<file path="src/rtl/vta_sim_pkg.sv">
// Shared definitions for the TSIM simulation-control block: request codes,
// FSM state encoding and the default request-code width.
package vta_sim_pkg;

  localparam int CODE_BITS_DEFAULT = 8;

  localparam logic [7:0] SIM_RUN    = 8'd0;
  localparam logic [7:0] SIM_WAIT   = 8'd1;
  localparam logic [7:0] SIM_STEP   = 8'd2;
  localparam logic [7:0] SIM_FINISH = 8'd3;

  typedef enum logic [1:0] {
    ST_RUN  = 2'd0,
    ST_WAIT = 2'd1,
    ST_STEP = 2'd2,
    ST_DONE = 2'd3
  } sim_state_t;

endpackage

</file>
<file path="src/rtl/vta_sim_ctrl_if.sv">
// Request/status bundle between the DPI-side request sources (master) and
// the simulation-control block (slave).
interface vta_sim_ctrl_if
  import vta_sim_pkg::*;
#(
  parameter int NUM_CH    = 4,
  parameter int CODE_BITS = CODE_BITS_DEFAULT,
  parameter int CNT_BITS  = 16
);

  logic [NUM_CH-1:0]           ch_valid;
  logic [NUM_CH*CODE_BITS-1:0] ch_code;
  logic [NUM_CH-1:0]           ch_enable;
  logic [CNT_BITS-1:0]         step_count;
  logic [CNT_BITS-1:0]         timeout_cycles;
  logic                        sim_wait;
  logic                        sim_finish;
  logic [NUM_CH-1:0]           wait_src;
  logic                        timeout;
  logic                        code_err;
  logic [1:0]                  state;

  modport master (
    output ch_valid, ch_code, ch_enable, step_count, timeout_cycles,
    input  sim_wait, sim_finish, wait_src, timeout, code_err, state
  );

  modport slave (
    input  ch_valid, ch_code, ch_enable, step_count, timeout_cycles,
    output sim_wait, sim_finish, wait_src, timeout, code_err, state
  );

endinterface

</file>
<file path="src/rtl/vta_sim_prio_enc.sv">
// Lowest-index priority encoder: returns the one-hot of the lowest set
// request bit and its binary index (both zero when no bit is set).
module vta_sim_prio_enc #(
  parameter int N     = 4,
  parameter int IDX_W = (N > 1) ? $clog2(N) : 1
) (
  input  logic [N-1:0]     req,
  output logic [N-1:0]     onehot,
  output logic [IDX_W-1:0] idx
);

  // Scan from the top down so the lowest set bit is the last one written.
  always_comb begin
    onehot = '0;
    idx    = '0;
    for (int i = N - 1; i >= 0; i--) begin
      if (req[i]) begin
        onehot    = '0;
        onehot[i] = 1'b1;
        idx       = IDX_W'(i);
      end else begin
        onehot = onehot;
      end
    end
  end

endmodule

</file>
<file path="src/rtl/vta_sim_ctrl.sv">
// Simulation-control block: merges per-channel RUN/WAIT/STEP/FINISH requests
// into a registered sim_wait, with counted stepping, a wait watchdog, a
// sticky finish state and a one-cycle request guard after reset release.
module vta_sim_ctrl
  import vta_sim_pkg::*;
#(
  parameter int NUM_CH    = 4,
  parameter int CODE_BITS = CODE_BITS_DEFAULT,
  parameter int CNT_BITS  = 16
) (
  input  logic          clock,
  input  logic          reset_n,
  vta_sim_ctrl_if.slave bus
);

  localparam int IDX_W = (NUM_CH > 1) ? $clog2(NUM_CH) : 1;

  sim_state_t          state_q, state_d;
  logic [NUM_CH-1:0]   pending_q, pending_d;
  logic [CNT_BITS-1:0] cnt_q, cnt_d;
  logic [IDX_W-1:0]    step_ch_q, step_ch_d;
  logic                guard_q, guard_d;
  logic                sim_wait_q, sim_wait_d;
  logic                sim_finish_q, sim_finish_d;
  logic                timeout_q, timeout_d;
  logic                code_err_q, code_err_d;

  logic [NUM_CH-1:0]    wait_live, run_live, step_live;
  logic                 finish_live, bad_code;
  logic [CODE_BITS-1:0] code_i;
  logic [NUM_CH-1:0]    step_oh;
  logic [IDX_W-1:0]     step_idx;
  logic [NUM_CH-1:0]    pending_nxt;
  logic                 wd_expire;

  // Decode live requests per channel; masked, invalid or guarded channels are dropped.
  always_comb begin
    wait_live   = '0;
    run_live    = '0;
    step_live   = '0;
    finish_live = 1'b0;
    bad_code    = 1'b0;
    code_i      = '0;
    for (int i = 0; i < NUM_CH; i++) begin
      code_i = bus.ch_code[i*CODE_BITS +: CODE_BITS];
      if (bus.ch_valid[i] && bus.ch_enable[i] && !guard_q) begin
        case (code_i)
          CODE_BITS'(SIM_RUN):    run_live[i]  = 1'b1;
          CODE_BITS'(SIM_WAIT):   wait_live[i] = 1'b1;
          CODE_BITS'(SIM_STEP):   step_live[i] = 1'b1;
          CODE_BITS'(SIM_FINISH): finish_live  = 1'b1;
          default:                bad_code     = 1'b1;
        endcase
      end else begin
        code_i = code_i;
      end
    end
  end

  vta_sim_prio_enc #(.N(NUM_CH), .IDX_W(IDX_W)) u_step_enc (
    .req    (step_live),
    .onehot (step_oh),
    .idx    (step_idx)
  );

  // Next-state, pending mask, step/watchdog counter and output pulse logic.
  always_comb begin
    pending_nxt = (pending_q | wait_live) & ~run_live;
    wd_expire   = (bus.timeout_cycles != '0) &&
                  (cnt_q == bus.timeout_cycles - CNT_BITS'(1));
    state_d     = state_q;
    pending_d   = pending_q;
    cnt_d       = cnt_q;
    step_ch_d   = step_ch_q;
    guard_d     = 1'b0;
    timeout_d   = 1'b0;
    code_err_d  = bad_code;
    if (state_q == ST_DONE) begin
      state_d = ST_DONE;
    end else if (finish_live) begin
      // pending is frozen from here on; DONE ignores everything until reset
      state_d = ST_DONE;
    end else begin
      case (state_q)
        ST_RUN: begin
          pending_d = pending_nxt;
          if (pending_nxt != '0) begin
            state_d = ST_WAIT;
            cnt_d   = '0;
          end else if (step_oh != '0) begin
            state_d   = ST_STEP;
            cnt_d     = bus.step_count;
            step_ch_d = step_idx;
          end else begin
            state_d = ST_RUN;
          end
        end
        ST_WAIT: begin
          if (wd_expire) begin
            pending_d = '0;
            state_d   = ST_RUN;
            cnt_d     = '0;
            timeout_d = 1'b1;
          end else if (pending_nxt == '0) begin
            pending_d = '0;
            state_d   = ST_RUN;
            cnt_d     = '0;
          end else begin
            pending_d = pending_nxt;
            cnt_d     = (cnt_q == '1) ? cnt_q : cnt_q + CNT_BITS'(1);
          end
        end
        ST_STEP: begin
          pending_d = pending_nxt;
          if (pending_nxt != '0) begin
            state_d = ST_WAIT;
            cnt_d   = '0;
          end else if (cnt_q == '0) begin
            pending_d[step_ch_q] = 1'b1;
            state_d = ST_WAIT;
            cnt_d   = '0;
          end else begin
            cnt_d = cnt_q - CNT_BITS'(1);
          end
        end
        default: begin
          state_d = ST_RUN;
        end
      endcase
    end
    sim_wait_d   = (state_d == ST_WAIT);
    sim_finish_d = (state_d == ST_DONE);
  end

  // State and output registers; the guard flop is held set through reset.
  always_ff @(posedge clock) begin
    if (!reset_n) begin
      state_q      <= ST_RUN;
      pending_q    <= '0;
      cnt_q        <= '0;
      step_ch_q    <= '0;
      guard_q      <= 1'b1;
      sim_wait_q   <= 1'b0;
      sim_finish_q <= 1'b0;
      timeout_q    <= 1'b0;
      code_err_q   <= 1'b0;
    end else begin
      state_q      <= state_d;
      pending_q    <= pending_d;
      cnt_q        <= cnt_d;
      step_ch_q    <= step_ch_d;
      guard_q      <= guard_d;
      sim_wait_q   <= sim_wait_d;
      sim_finish_q <= sim_finish_d;
      timeout_q    <= timeout_d;
      code_err_q   <= code_err_d;
    end
  end

  assign bus.sim_wait   = sim_wait_q;
  assign bus.sim_finish = sim_finish_q;
  assign bus.wait_src   = pending_q;
  assign bus.timeout    = timeout_q;
  assign bus.code_err   = code_err_q;
  assign bus.state      = state_q;

endmodule

</file>
<file path="src/flat_wrapper.sv">
// flat-port wrapper written by rule: the top's interface ports become plain ports
module vta_sim_ctrl_flat import vta_sim_pkg::*;
#(
  parameter int NUM_CH    = 4,
  parameter int CODE_BITS = CODE_BITS_DEFAULT,
  parameter int CNT_BITS  = 16
)
  (clock, reset_n, bus_ch_valid, bus_ch_code, bus_ch_enable, bus_step_count, bus_timeout_cycles, bus_sim_wait, bus_sim_finish, bus_wait_src, bus_timeout, bus_code_err, bus_state);
  vta_sim_ctrl_if #(.NUM_CH(NUM_CH), .CODE_BITS(CODE_BITS), .CNT_BITS(CNT_BITS)) bus_i ();
  input  logic clock;
  input  logic reset_n;
  input wire logic [$bits(bus_i.ch_valid)-1:0] bus_ch_valid;
  input wire logic [$bits(bus_i.ch_code)-1:0] bus_ch_code;
  input wire logic [$bits(bus_i.ch_enable)-1:0] bus_ch_enable;
  input wire logic [$bits(bus_i.step_count)-1:0] bus_step_count;
  input wire logic [$bits(bus_i.timeout_cycles)-1:0] bus_timeout_cycles;
  output wire logic [$bits(bus_i.sim_wait)-1:0] bus_sim_wait;
  output wire logic [$bits(bus_i.sim_finish)-1:0] bus_sim_finish;
  output wire logic [$bits(bus_i.wait_src)-1:0] bus_wait_src;
  output wire logic [$bits(bus_i.timeout)-1:0] bus_timeout;
  output wire logic [$bits(bus_i.code_err)-1:0] bus_code_err;
  output wire logic [$bits(bus_i.state)-1:0] bus_state;
  assign bus_i.ch_valid = bus_ch_valid;
  assign bus_i.ch_code = bus_ch_code;
  assign bus_i.ch_enable = bus_ch_enable;
  assign bus_i.step_count = bus_step_count;
  assign bus_i.timeout_cycles = bus_timeout_cycles;
  assign bus_sim_wait = bus_i.sim_wait;
  assign bus_sim_finish = bus_i.sim_finish;
  assign bus_wait_src = bus_i.wait_src;
  assign bus_timeout = bus_i.timeout;
  assign bus_code_err = bus_i.code_err;
  assign bus_state = bus_i.state;
  vta_sim_ctrl #(.NUM_CH(NUM_CH), .CODE_BITS(CODE_BITS), .CNT_BITS(CNT_BITS)) u_core (.clock(clock), .reset_n(reset_n), .bus(bus_i));
endmodule
</file>
<file path="config.mk">
export PLATFORM = sky130hd
export DESIGN_NAME = vta_sim_ctrl_flat
export DESIGN_NICKNAME = d
export VERILOG_FILES = /design/src/rtl/vta_sim_pkg.sv /design/src/rtl/vta_sim_ctrl_if.sv /design/src/rtl/vta_sim_prio_enc.sv /design/src/rtl/vta_sim_ctrl.sv /design/src/flat_wrapper.sv
export SDC_FILE = /design/constraint.sdc
export NUM_CORES = 1
export LEC_CHECK = 0
export ABC_AREA = 1
export BUFFER_PORTS_ARGS = -buffer_cell sky130_fd_sc_hd__buf_2
export CAP_MARGIN = 20
export CORE_ASPECT_RATIO = 1.25
export CORE_MARGIN = 2
export CORE_UTILIZATION = 31
export CTS_CLUSTER_SIZE = 24
export DETAILED_ROUTE_END_ITERATION = 10
export GPL_ROUTABILITY_DRIVEN = 0
export PLACE_DENSITY = 0.51
export SLEW_MARGIN = 20
export SYNTH_ARGS = -nofsm -noshare
export SYNTH_HDL_FRONTEND = slang
export SYNTH_SLANG_ARGS = --single-unit
</file>
<file path="constraint.sdc">
create_clock -name clock -period 4.15 [get_ports clock]
set_input_delay 0.415 -clock clock [delete_from_list [all_inputs] [get_ports clock]]
set_output_delay 0.415 -clock clock [all_outputs]
set_load 0.02 [all_outputs]
</file>
==> summary.md, run 1 <==
Outcome
• status: completed

Yosys
• total of warnings raised by yosys: 0
• main area contributors after synthesis: sky130_fd_sc_hd__nand2_1 (18%), sky130_fd_sc_hd__dfxtp_1 (16%), sky130_fd_sc_hd__inv_1 (9.6%)
• number of instances in the synthesized netlist: 679
• register area share after synthesis: 15.74%
• flip-flop and latch count after synthesis: 29
• Syn Nets: 760
• cell taking the most area after synthesis: sky130_fd_sc_hd__nand2_1
• Yosys cell types: 40
• Mapped Area: 0.003689 sq mm
• fraction of post-synthesis cell area in the top cell type by area: 17.91%
• average instance area after synthesis: 5.432 sq um

Critical path
• Critical Path Start: u_core.guard_q
• type of the worst setup path: reg -> reg
• Arr. time, crit path: 3.00 ns
• worst flop-to-flop path startpoint: u_core.guard_q
• logic depth of the worst path, buffers included: 11
• Crit path buffers/inverters: 1
• slowest stage cell, crit path: sky130_fd_sc_hd__nor2_1
• peak fanout along the critical path: 19
• worst path required time: 4.37 ns
• ordered list of cells on the worst path: nor2_1 -> nand3_1 -> nand2_1 -> nand2_1 -> nor2_4 -> inv_2 -> nor2_1 -> nand2_1 -> nand3_1 -> a21oi_1 -> nor2_1
• FF-to-FF End: u_core.cnt_q[13]
• FF-to-FF path depth: 11
• Top Family by Delay on Critical Path: simple AND/OR/NAND/NOR gates
• destination of the critical timing path: u_core.cnt_q[13]
• worst stage delay on the critical path: 0.65 ns
• CP Capture Type: flop
• FF-to-FF setup slack: 1.36 ns
• startpoint class of the critical path: flop

Layout
• layout cells sized above 1: 16.18%
• Fillers: 1351
• layout overhead on the synthesized area: 17.61%
• antenna fix cells: 0
• summed area of non-filler cells in the final layout: 0.004338 sq mm
• Core Util, Final: 37.34%
• nets: 829

Timing
• setup TNS: 0 ns
• setup violators final: 0
• number of hold violations in the final report: 0
• setup repair after global routing missed its margin: no
• Worst Hold Slack: 0.4426 ns
• maximum frequency from static timing analysis: 359.0 MHz
• pin slew with the least headroom to its limit: 0.7758 ns
• max-slew violations: 0
• minimum period implied by the final worst setup slack: 2.785 ns
• Fin Clk Skew: 0.007072 ns
• slew margin rel.: 48.09%
• post-route clock period utilization: 67.11%

Power and ir drop
• maximum vdd ir drop: 153.3 uV
• sequential power share: 30.3%
• fraction of power consumed by combinational cells: 35.8%
• switching share of power: 37.22%
• power density over the cells: 246.5 mW/mm^2
• total power: 1.069 mW
• net switching component of the power: 0.3981 mW
• cell internal pwr: 0.6714 mW
• Clk network pwr share: 33.9%
• Leakage Power: 2.310 nW

Detailed routing
• Iteration-0 DRC Markers: 201
• final wirelength: 11.40 mm
• Antenna Nets Post-Route: 0
• Vias: 4313
• Initial DRT Pass Iterations: 6
• vias per inst: 4.745
• Residual DRC: 0
• drt wl/cell: 12.54 um

GRT
• initial antenna violation count: 0
• maximum number of pins on one net before global-route repair: 23
• first-pass GRT wire length: 18.55 mm
• total routing usage reported by global routing: 17.95%
• total congestion overflow: 0
• via count of the first global-routing pass: 4106

Clock tree
• number of buffers added by the clock tree synthesis step: 5
• clk slew on worst S/H paths: 0.05 ns
• CTS Buffer Depth: 2
• clock root buffer: sky130_fd_sc_hd__clkbuf_16
• Post-CTS Hold Buffers: 0
• source-to-sink clock delay at the later pin of the worst-skew pair: 0.28 ns
• Post-CTS Resized: 0
• number of clock sinks seen by CTS: 29
• count of H-tree levels built during CTS: 2
• TritonCTS clock tree: done
• postcts setup bufs: 0

Floorplanning
• top-level port count: 84
• floorplan die area: 0.01279 sq mm
• Die X-Extent: 101.6 um
• die height: 126.0 um
• Initial Util: 31.75%
• standard-cell rows: 44
• core area: 0.01162 sq mm

Placement
• Buffers on Ports: 83
• Detail Placement HPWL: 9.320 mm
• Placed Instance Area: 0.004195 sq mm

Hold path
• worst min path class: in -> reg
• startpoint of the tightest hold check path: bus_step_count[7]

Job
• number of maximum-capacitance constraint violations: 0

==> per-stage QoR <==
stage / instances / setup slack [ns]
floorplan: 679 / 1.975
global placement: 902 / 1.194
detailed placement: 902 / 1.145
CTS: 909 / 1.314
global route: 909 / 1.126
finish: 909 / 1.365
==> cell type report <==
cell class / count / area (sq um) / area share (%)
Tap cell: 161 / 201.4 / 4.644
Multi-Input combinational cell: 523 / 2591 / 59.73
Inverter: 105 / 399.1 / 9.201
Sequential cell: 29 / 580.6 / 13.38
Timing Repair Buffer: 84 / 422.9 / 9.749
Clock buffer: 7 / 142.6 / 3.288
==> cell usage in the layout (no fill, tap or decap), types with 8 or more instances in the layout <==
cell type	n
sky130_fd_sc_hd__a21oi_1	35
sky130_fd_sc_hd__buf_2	83
sky130_fd_sc_hd__dfxtp_1	29
sky130_fd_sc_hd__inv_1	94
sky130_fd_sc_hd__inv_2	8
sky130_fd_sc_hd__nand2_1	176
sky130_fd_sc_hd__nand3_1	70
sky130_fd_sc_hd__nand4_1	21
sky130_fd_sc_hd__nor2_1	92
sky130_fd_sc_hd__nor2_2	8
sky130_fd_sc_hd__nor3_1	17
sky130_fd_sc_hd__o21ai_0	27
sky130_fd_sc_hd__o21ai_1	12
sky130_fd_sc_hd__xor2_1	22
==> flip-flops by register name (all words and copies together) (netlist names) <==
signal and flops:
u_core.guard_q 1, u_core.bus.timeout 1, u_core.bus.state 2, u_core.cnt_q 16, u_core.bus.sim_finish 1, u_core.bus.code_err 1
u_core.bus.sim_wait 1, u_core.bus.wait_src 4, u_core.step_ch_q 2
==> synthesized netlist by cell type (all sizes together) <==
master	n
clkinv	3
nand3	73
and2	3
nor4	2
xnor3	1
nand4	21
xnor2	6
a31oi	1
dfxtp	29
nand3b	5
o21ai	39
clkbuf	9
a41oi	1
a21oi	35
ha	7
and3	1
nor2	103
a211oi	1
nand2	180
xor2	22
nor3	19
inv	102
or2	3
buf	13
==> worst reg2reg max path: cells and delay by family, from the launching register on <==
family	cells	cell delay, ns
AO/OA/AOI/OAI	1	0.05
buffers and inverters	1	0.26
flip-flops	1	0.36
AND/OR/NAND/NOR	9	2.06
==> power groups by stage <==
stage	Combinational, mW	Clock (mW)	Sequential (mW)
floorplan	0.286	0	0.311
global placement	0.377	0	0.330
detailed placement	0.381	0	0.329
CTS	0.383	0.373	0.324
global route	0.432	0.384	0.327
finish	0.383	0.362	0.324
==> how the worst min path moves through the flow <==
stage / end / slack [ns] / cells after the start
floorplan: u_core.step_ch_q[1] / 0.44 / 2
global placement: u_core.step_ch_q[1] / 0.46 / 2
global route: u_core.cnt_q[7] / 0.47 / 3
CTS: u_core.cnt_q[7] / 0.43 / 3
detailed placement: u_core.step_ch_q[1] / 0.46 / 2
finish: u_core.cnt_q[7] / 0.44 / 3
==> cell families (layout without fill, tap and decap cells) <==
kind of cell	count (synthesis)	after routing	share of synthesized area, %
DFF	29	29	15.74
and+or+nand+nor	410	410	49.97
xor gates and xnor gates	29	29	7.259
AOI/OAI and AO/OA	77	77	10.65
adders and majority gates	7	7	2.374
buffers and inverters	127	196	14.01
==> layer usage <==
metal | global-route usage [%] | vias to the layer above | part of all wire (%)
met5 | 0 | - | 0
met4 | 6.916 | 0 | 2.6
met3 | 2.497 | 20 | 4.2
met2 | 33.36 | 114 | 51
met1 | 20.12 | 1878 | 42
li1 | - | 2301 | -
No activity file was read; power rests on OpenSTA's default activity.
==> run 2, diff against run 1 <==
- PLACE_DENSITY: 0.51 -> 0.53
- clock period: 4.15 -> 2.2 ns (I/O delays scaled with it)
==> summary.md, run 2 (same netlist as run 1, synthesis figures left out) <==
Outcome
• status: completed

GRT
• GR met2 Demand/Resource: 36.42%, +3.1 points
• met1 track utilization from global routing: 21.46%, +1.3 points
• met3 demand-to-capacity share in global routing: 2.608%, +0.11 points
• first-pass GRT wire length: 19.77 mm, +6.5%
• initial antenna violation count: 0, unchanged
• total routing usage reported by global routing: 19.26%, +1.3 points
• maximum number of pins on one net before global-route repair: 23, unchanged
• most used routing layer: met2
• total congestion overflow: 0, unchanged
• via count of the first global-routing pass: 4410, +7.4%

Layout
• layout overhead on the synthesized area: 30.46%
• leading cell type in the layout, fill and taps excluded: sky130_fd_sc_hd__nand2_1
• Reg with most FFs: u_core.cnt_q
• nets: 880, +6.2%
• layout cells sized above 1: 24.00%, +7.8 points
• top library cells by usage in the layout, fill and taps aside: sky130_fd_sc_hd__nand2_1 (174), sky130_fd_sc_hd__inv_1 (94), sky130_fd_sc_hd__nor2_1 (85)
• Core Util, Final: 41.43%, +4.1 points
• summed area of non-filler cells in the final layout: 0.004812 sq mm, +11%
• antenna fix cells: 0, unchanged
• max FFs per register: 16, unchanged
• Fillers: 1318, -2.4%

Critical path
• CP Capture Type: flop
• ordered list of cells on the worst path: ha_1 -> nand3_1 -> nor2_2 -> nand2_1 -> inv_2 -> nand2_2 -> buf_4 -> nor4_1 -> nor3_1 -> nand3_1 -> nand2_1 -> a21oi_1 -> nor2_1
• Top Family by Delay on Critical Path: simple AND/OR/NAND/NOR gates
• startpoint class of the critical path: flop
• peak fanout along the critical path: 4, -15
• type of the worst setup path: reg -> reg
• Arr. time, crit path: 2.24 ns, -0.76 ns
• slowest stage cell, crit path: sky130_fd_sc_hd__dfxtp_1
• worst stage delay on the critical path: 0.38 ns, -0.27 ns
• worst path required time: 2.38 ns, -1.99 ns
• Crit path buffers/inverters: 2, +1

Clock tree
• CTS Buffer Depth: 2, unchanged
• Post-CTS Resized: 0, unchanged
• TritonCTS clock tree: done
• clk slew on worst S/H paths: 0.05 ns, about the same
• Post-CTS Hold Buffers: 0, unchanged
• number of clock sinks seen by CTS: 29, unchanged
• count of H-tree levels built during CTS: 2, unchanged
• source-to-sink clock delay at the later pin of the worst-skew pair: 0.28 ns, about the same
• postcts setup bufs: 0, unchanged
• clock root buffer: sky130_fd_sc_hd__clkbuf_16
• number of buffers added by the clock tree synthesis step: 5, unchanged

Timing
• number of hold violations in the final report: 0, unchanged
• minimum period implied by the final worst setup slack: 2.065 ns, -0.7202 ns
• post-route clock period utilization: 93.86%, +27 points
• max-slew violations: 0, unchanged
• slew margin rel.: 69.11%, +21 points
• Fin Clk Skew: 0.003741 ns, -0.003331 ns
• maximum frequency from static timing analysis: 484.3 MHz, +35%
• pin slew with the least headroom to its limit: 0.4633 ns, -0.3125 ns
• setup violators final: 0, unchanged
• Worst Hold Slack: 0.2321 ns, -0.2106 ns

Power and ir drop
• total power: 2.253 mW, +110%
• net switching component of the power: 0.8192 mW, +110%
• Clk network pwr share: 32.6%, -1.3 points
• sequential power share: 26.4%, -3.9 points
• maximum vdd ir drop: 263.1 uV, +72%
• fraction of power consumed by combinational cells: 41.0%, +5.2 points
• power density over the cells: 468.3 mW/mm^2, +90%
• cell internal pwr: 1.434 mW, +110%
• Leakage Power: 2.601 nW, +13%
• switching share of power: 36.35%, -0.87 points

Detailed routing
• vias per inst: 4.716, -0.61%
• Iteration-0 DRC Markers: 198, -1.5%
• Initial DRT Pass Iterations: 5, -1
• Vias: 4532, +5.1%
• drt wl/cell: 12.58 um, +0.31%
• Residual DRC: 0, unchanged
• final wirelength: 12.09 mm, +6.1%
• Antenna Nets Post-Route: 0, unchanged

Floorplanning
• Die X-Extent: 101.6 um, unchanged
• floorplan die area: 0.01279 sq mm, unchanged
• standard-cell rows: 44, unchanged
• Initial Util: 31.75%, unchanged
• die height: 126.0 um, unchanged
• core area: 0.01162 sq mm, unchanged
• top-level port count: 84, unchanged

Placement
• Placed Instance Area: 0.004578 sq mm, +9.1%
• Buffers on Ports: 83, unchanged
• Detail Placement HPWL: 9.918 mm, +6.4%

Job
• number of maximum-capacitance constraint violations: 0, unchanged

Hold path
• worst min path class: in -> reg

==> run 2: cell types whose count changed in the layout (fill, tap and decap cells not counted), moves of 4 or more <==
cell and delta:
sky130_fd_sc_hd__buf_4 +50, sky130_fd_sc_hd__nor2_1 -7, sky130_fd_sc_hd__dfxtp_2 +4, sky130_fd_sc_hd__dfxtp_1 -4, sky130_fd_sc_hd__nor2_2 +6
==> run 2: power by group through the flow <==
| stage | logic, mW | clock network [mW] | registers, mW |
|---|---|---|---|
| after floorplan | 0.539 | 0 | 0.586 |
| after global placement | 0.853 | 0 | 0.603 |
| after detailed placement | 0.866 | 0 | 0.603 |
| after CTS | 0.871 | 0.755 | 0.592 |
| after global routing | 1.03 | 0.788 | 0.601 |
| final | 0.923 | 0.735 | 0.595 |
==> run 2: stage by stage <==
stage,worst slack (ns),setup TNS [ns],cells
final,0.1350,0,961
after global routing,-0.003458,-0.003458,961
after CTS,0.003864,0,961
after detailed placement,-0.05057,-0.4401,953
after global placement,-0.01247,-0.01247,953
after floorplan,0.1921,0,679
==> run 2: worst register-to-register path, stage by stage (launching register included) <==
cell,delay [ns]
sky130_fd_sc_hd__dfxtp_1,0.38
sky130_fd_sc_hd__ha_1,0.19
sky130_fd_sc_hd__nand3_1,0.12
sky130_fd_sc_hd__nor2_2,0.20
sky130_fd_sc_hd__nand2_1,0.11
sky130_fd_sc_hd__inv_2,0.08
sky130_fd_sc_hd__nand2_2,0.10
sky130_fd_sc_hd__buf_4,0.15
sky130_fd_sc_hd__nor4_1,0.20
sky130_fd_sc_hd__nor3_1,0.09
sky130_fd_sc_hd__nand3_1,0.11
sky130_fd_sc_hd__nand2_1,0.06
sky130_fd_sc_hd__a21oi_1,0.13
sky130_fd_sc_hd__nor2_1,0.05
==> run 2: cell type report <==
class                           instances  area, sq um  share of cell area, %
Tap cell                              161        201.4                  4.186
Sequential cell                        29        585.6                  12.17
Timing Repair Buffer                  135        809.5                  16.82
Clock inverter                          1        5.005                 0.1040
Multi-Input combinational cell        523         2654                  55.15
Inverter                              105        404.1                  8.398
Clock buffer                            7        152.6                  3.172
==> run 2: routing by layer <==
metal  wire, um  part of all wire, %
met5          0                    0
met2       6297                   52
met1       4930                   41
met3        543                  4.5
met4        318                  2.6
==> run 2: path summary, 6_finish.rpt <==
kind / start / depth (start not counted) / slack [ns] / end
setup / recovery: u_core.cnt_q[1] / 13 / 0.14 / u_core.cnt_q[14]
hold / removal: bus_step_count[7] / 3 / 0.23 / u_core.cnt_q[7]
setup reg to reg: u_core.cnt_q[1] / 13 / 0.14 / u_core.cnt_q[14]
hold reg to reg: u_core.step_ch_q[1] / 2 / 0.47 / u_core.step_ch_q[1]
==> run 3, diff against run 2 <==
--- a/config.mk
+++ b/config.mk
@@ -11,3 +11,3 @@
 export CORE_ASPECT_RATIO = 1.25
-export CORE_MARGIN = 2
+export CORE_MARGIN = 8
 export CORE_UTILIZATION = 31
@@ -15,3 +15,2 @@
 export DETAILED_ROUTE_END_ITERATION = 10
-export GPL_ROUTABILITY_DRIVEN = 0
 export PLACE_DENSITY = 0.53
==> constraint.sdc (replaced) <==
create_clock -name clock -period 2.2 [get_ports clock]
set_input_delay 0.44 -clock clock [delete_from_list [all_inputs] [get_ports clock]]
set_output_delay 0.44 -clock clock [all_outputs]
set_load 0.02 [all_outputs]
==> summary.md, run 3 (same netlist as run 1, synthesis figures left out) <==
Detailed routing
• Antenna Nets Post-Route: 0, unchanged
• final wirelength: 13.60 mm, +12%
• vias per inst: 4.730, +0.29%
• Initial DRT Pass Iterations: 5, unchanged
• Iteration-0 DRC Markers: 196, -1.0%
• drt wl/cell: 13.51 um, +7.4%
• Vias: 4758, +5.0%
• Residual DRC: 0, unchanged

Clock tree
• number of buffers added by the clock tree synthesis step: 5, unchanged
• CTS Buffer Depth: 2, unchanged
• number of clock sinks seen by CTS: 29, unchanged
• source-to-sink clock delay at the later pin of the worst-skew pair: 0.28 ns, about the same
• clk slew on worst S/H paths: 0.05 ns, about the same
• clock root buffer: sky130_fd_sc_hd__clkbuf_16
• TritonCTS clock tree: done
• count of H-tree levels built during CTS: 2, unchanged
• Post-CTS Hold Buffers: 0, unchanged

Power and ir drop
• total power: 2.399 mW, +6.5%
• fraction of power consumed by combinational cells: 44.8%, +3.8 points
• switching share of power: 36.42%, +0.062 points
• net switching component of the power: 0.8737 mW, +6.7%
• cell internal pwr: 1.526 mW, +6.4%
• Leakage Power: 2.867 nW, +10%
• sequential power share: 24.8%, -1.6 points
• maximum vdd ir drop: 246.3 uV, -6.4%
• power density over the cells: 438.1 mW/mm^2, -6.4%
• Clk network pwr share: 30.4%, -2.2 points

GRT
• total routing usage reported by global routing: 16.69%, -2.6 points
• initial antenna violation count: 1, +1
• total congestion overflow: 0, unchanged
• first-pass GRT wire length: 21.10 mm, +6.7%
• maximum number of pins on one net before global-route repair: 23, unchanged
• via count of the first global-routing pass: 4725, +7.1%

Layout
• antenna fix cells: 0, unchanged
• layout cells sized above 1: 34.08%, +10 points
• leading cell type in the layout, fill and taps excluded: sky130_fd_sc_hd__nand2_1
• nets: 925, +5.1%
• top library cells by usage in the layout, fill and taps aside: sky130_fd_sc_hd__nand2_1 (161), sky130_fd_sc_hd__inv_1 (91), sky130_fd_sc_hd__buf_4 (88)
• Reg with most FFs: u_core.cnt_q
• Core Util, Final: 47.15%, +5.7 points
• max FFs per register: 16, unchanged
• layout overhead on the synthesized area: 48.47%

Timing
• number of hold violations in the final report: 0, unchanged
• setup TNS: 0 ns, unchanged
• post-route clock period utilization: 96.00%, +2.1 points
• maximum frequency from static timing analysis: 473.5 MHz, -2.2%
• Worst Hold Slack: 0.4612 ns, +0.2291 ns
• setup violators final: 0, unchanged
• pin slew with the least headroom to its limit: 0.4972 ns, +0.03384 ns
• max-slew violations: 0, unchanged
• Fin Clk Skew: 0.008344 ns, +0.004603 ns
• slew margin rel.: 66.86%, -2.3 points
• minimum period implied by the final worst setup slack: 2.112 ns, +0.04709 ns
• setup repair after global routing missed its margin: yes

Floorplanning
• floorplan die area: 0.01567 sq mm, +22%
• core area: 0.01162 sq mm, unchanged
• Initial Util: 31.75%, unchanged
• top-level port count: 84, unchanged
• die height: 138.0 um, +9.5%
• standard-cell rows: 44, unchanged
• Die X-Extent: 113.6 um, +12%

Critical path
• Crit path buffers/inverters: 3, +1
• Arr. time, crit path: 2.29 ns, +0.05 ns
• peak fanout along the critical path: 6, +2
• cell with the most instances on the worst path: sky130_fd_sc_hd__nand2_2
• type of the worst setup path: in -> reg
• Top Family by Delay on Critical Path: simple AND/OR/NAND/NOR gates
• FF-to-FF path depth: 14, +1
• startpoint class of the critical path: primary input
• ordered list of cells on the worst path: buf_2 -> nor2_4 -> nand2_2 -> nor2_4 -> buf_6 -> nand2_2 -> nand2_2 -> nand2_2 -> nor2_1 -> nand2_1 -> nor2_2 -> nand3_4 -> nand3_4 -> clkbuf_16 -> nand3_2 -> a21oi_1 -> nor2_1
• logic depth of the worst path, buffers included: 17, +4
• CP Capture Type: flop
• worst path required time: 2.38 ns, about the same
• slowest stage cell, crit path: sky130_fd_sc_hd__nor2_4
• worst stage delay on the critical path: 0.19 ns, -0.19 ns

Placement
• Buffers on Ports: 83, unchanged
• Detail Placement HPWL: 10.79 mm, +8.8%
• routability cong.: 0.8849

Outcome
• status: completed

Hold path
• number of instances on the worst hold path: 3, unchanged
• worst min path class: in -> reg

Job
• number of maximum-capacitance constraint violations: 0, unchanged

## run 3: cell types whose count changed in the layout (fill, tap and decap cells not counted), sizes merged
cell    before  now
nand2      180  181
buf        135  177
clkbuf       7    8
clkinv       3    4
## run 3: path summary, 6_finish.rpt
path                          from                  end  slack, ns
max reg2reg        u_core.cnt_q[0]      u_core.cnt_q[4]       0.12
max          bus_timeout_cycles[3]      u_core.cnt_q[5]       0.09
min              bus_step_count[7]      u_core.cnt_q[7]       0.46
min reg2reg    u_core.step_ch_q[1]  u_core.step_ch_q[1]       0.47
## run 3: power by group through the flow
| stage | registers (mW) | logic [mW] | clock network (mW) |
|---|---|---|---|
| 6_report | 0.594 | 1.08 | 0.730 |
| 5_1_grt | 0.598 | 1.19 | 0.763 |
| 4_1_cts | 0.590 | 0.937 | 0.741 |
| 3_5_place_dp | 0.601 | 0.929 | 0 |
| 3_3_place_gp | 0.601 | 0.914 | 0 |
| 2_1_floorplan | 0.586 | 0.539 | 0 |
## run 3: cell type report
type	instances	area, sq um
sequential	29	585.6
timing repair buffer	178	1196
fill	1260	6140
inverter	105	411.6
timing repair inverter	1	8.758
clock inverter	1	5.005
tap	161	201.4
clock buffer	7	152.6
multi-input combinational	524	2915
## run 3: metal layers
layer | global-route usage (%) | vias up | wire length [um]
li1 | - | 2492 | -
met1 | 17.38 | 2101 | 5539
met2 | 32.02 | 132 | 7034
met3 | 2.876 | 31 | 569
met4 | 7.418 | 2 | 440
met5 | 0 | - | 12
## run 3: tightest hold or removal path, delay by kind of cell
family          cells  cell delay (ns)
compound gates      2             0.17
buf+inv             1             0.09
## run 3: timing repair
action	in CTS	in global routing
gates cloned	0	3
resized for setup	3	98
buffers inserted	1	9
endpoints found under the setup margin	6	24
pin swaps	1	32
## run 3: metrics by stage
step / worst slack (ns) / cell area [sq um] / instances
global placement: -0.2681 / 4833 / 985
finish: 0.08794 / 5477 / 1006
global route: -0.04453 / 5477 / 1006
detailed placement: -0.3212 / 4833 / 985
floorplan: 0.008650 / 3691 / 679
CTS: 0.02009 / 5016 / 994
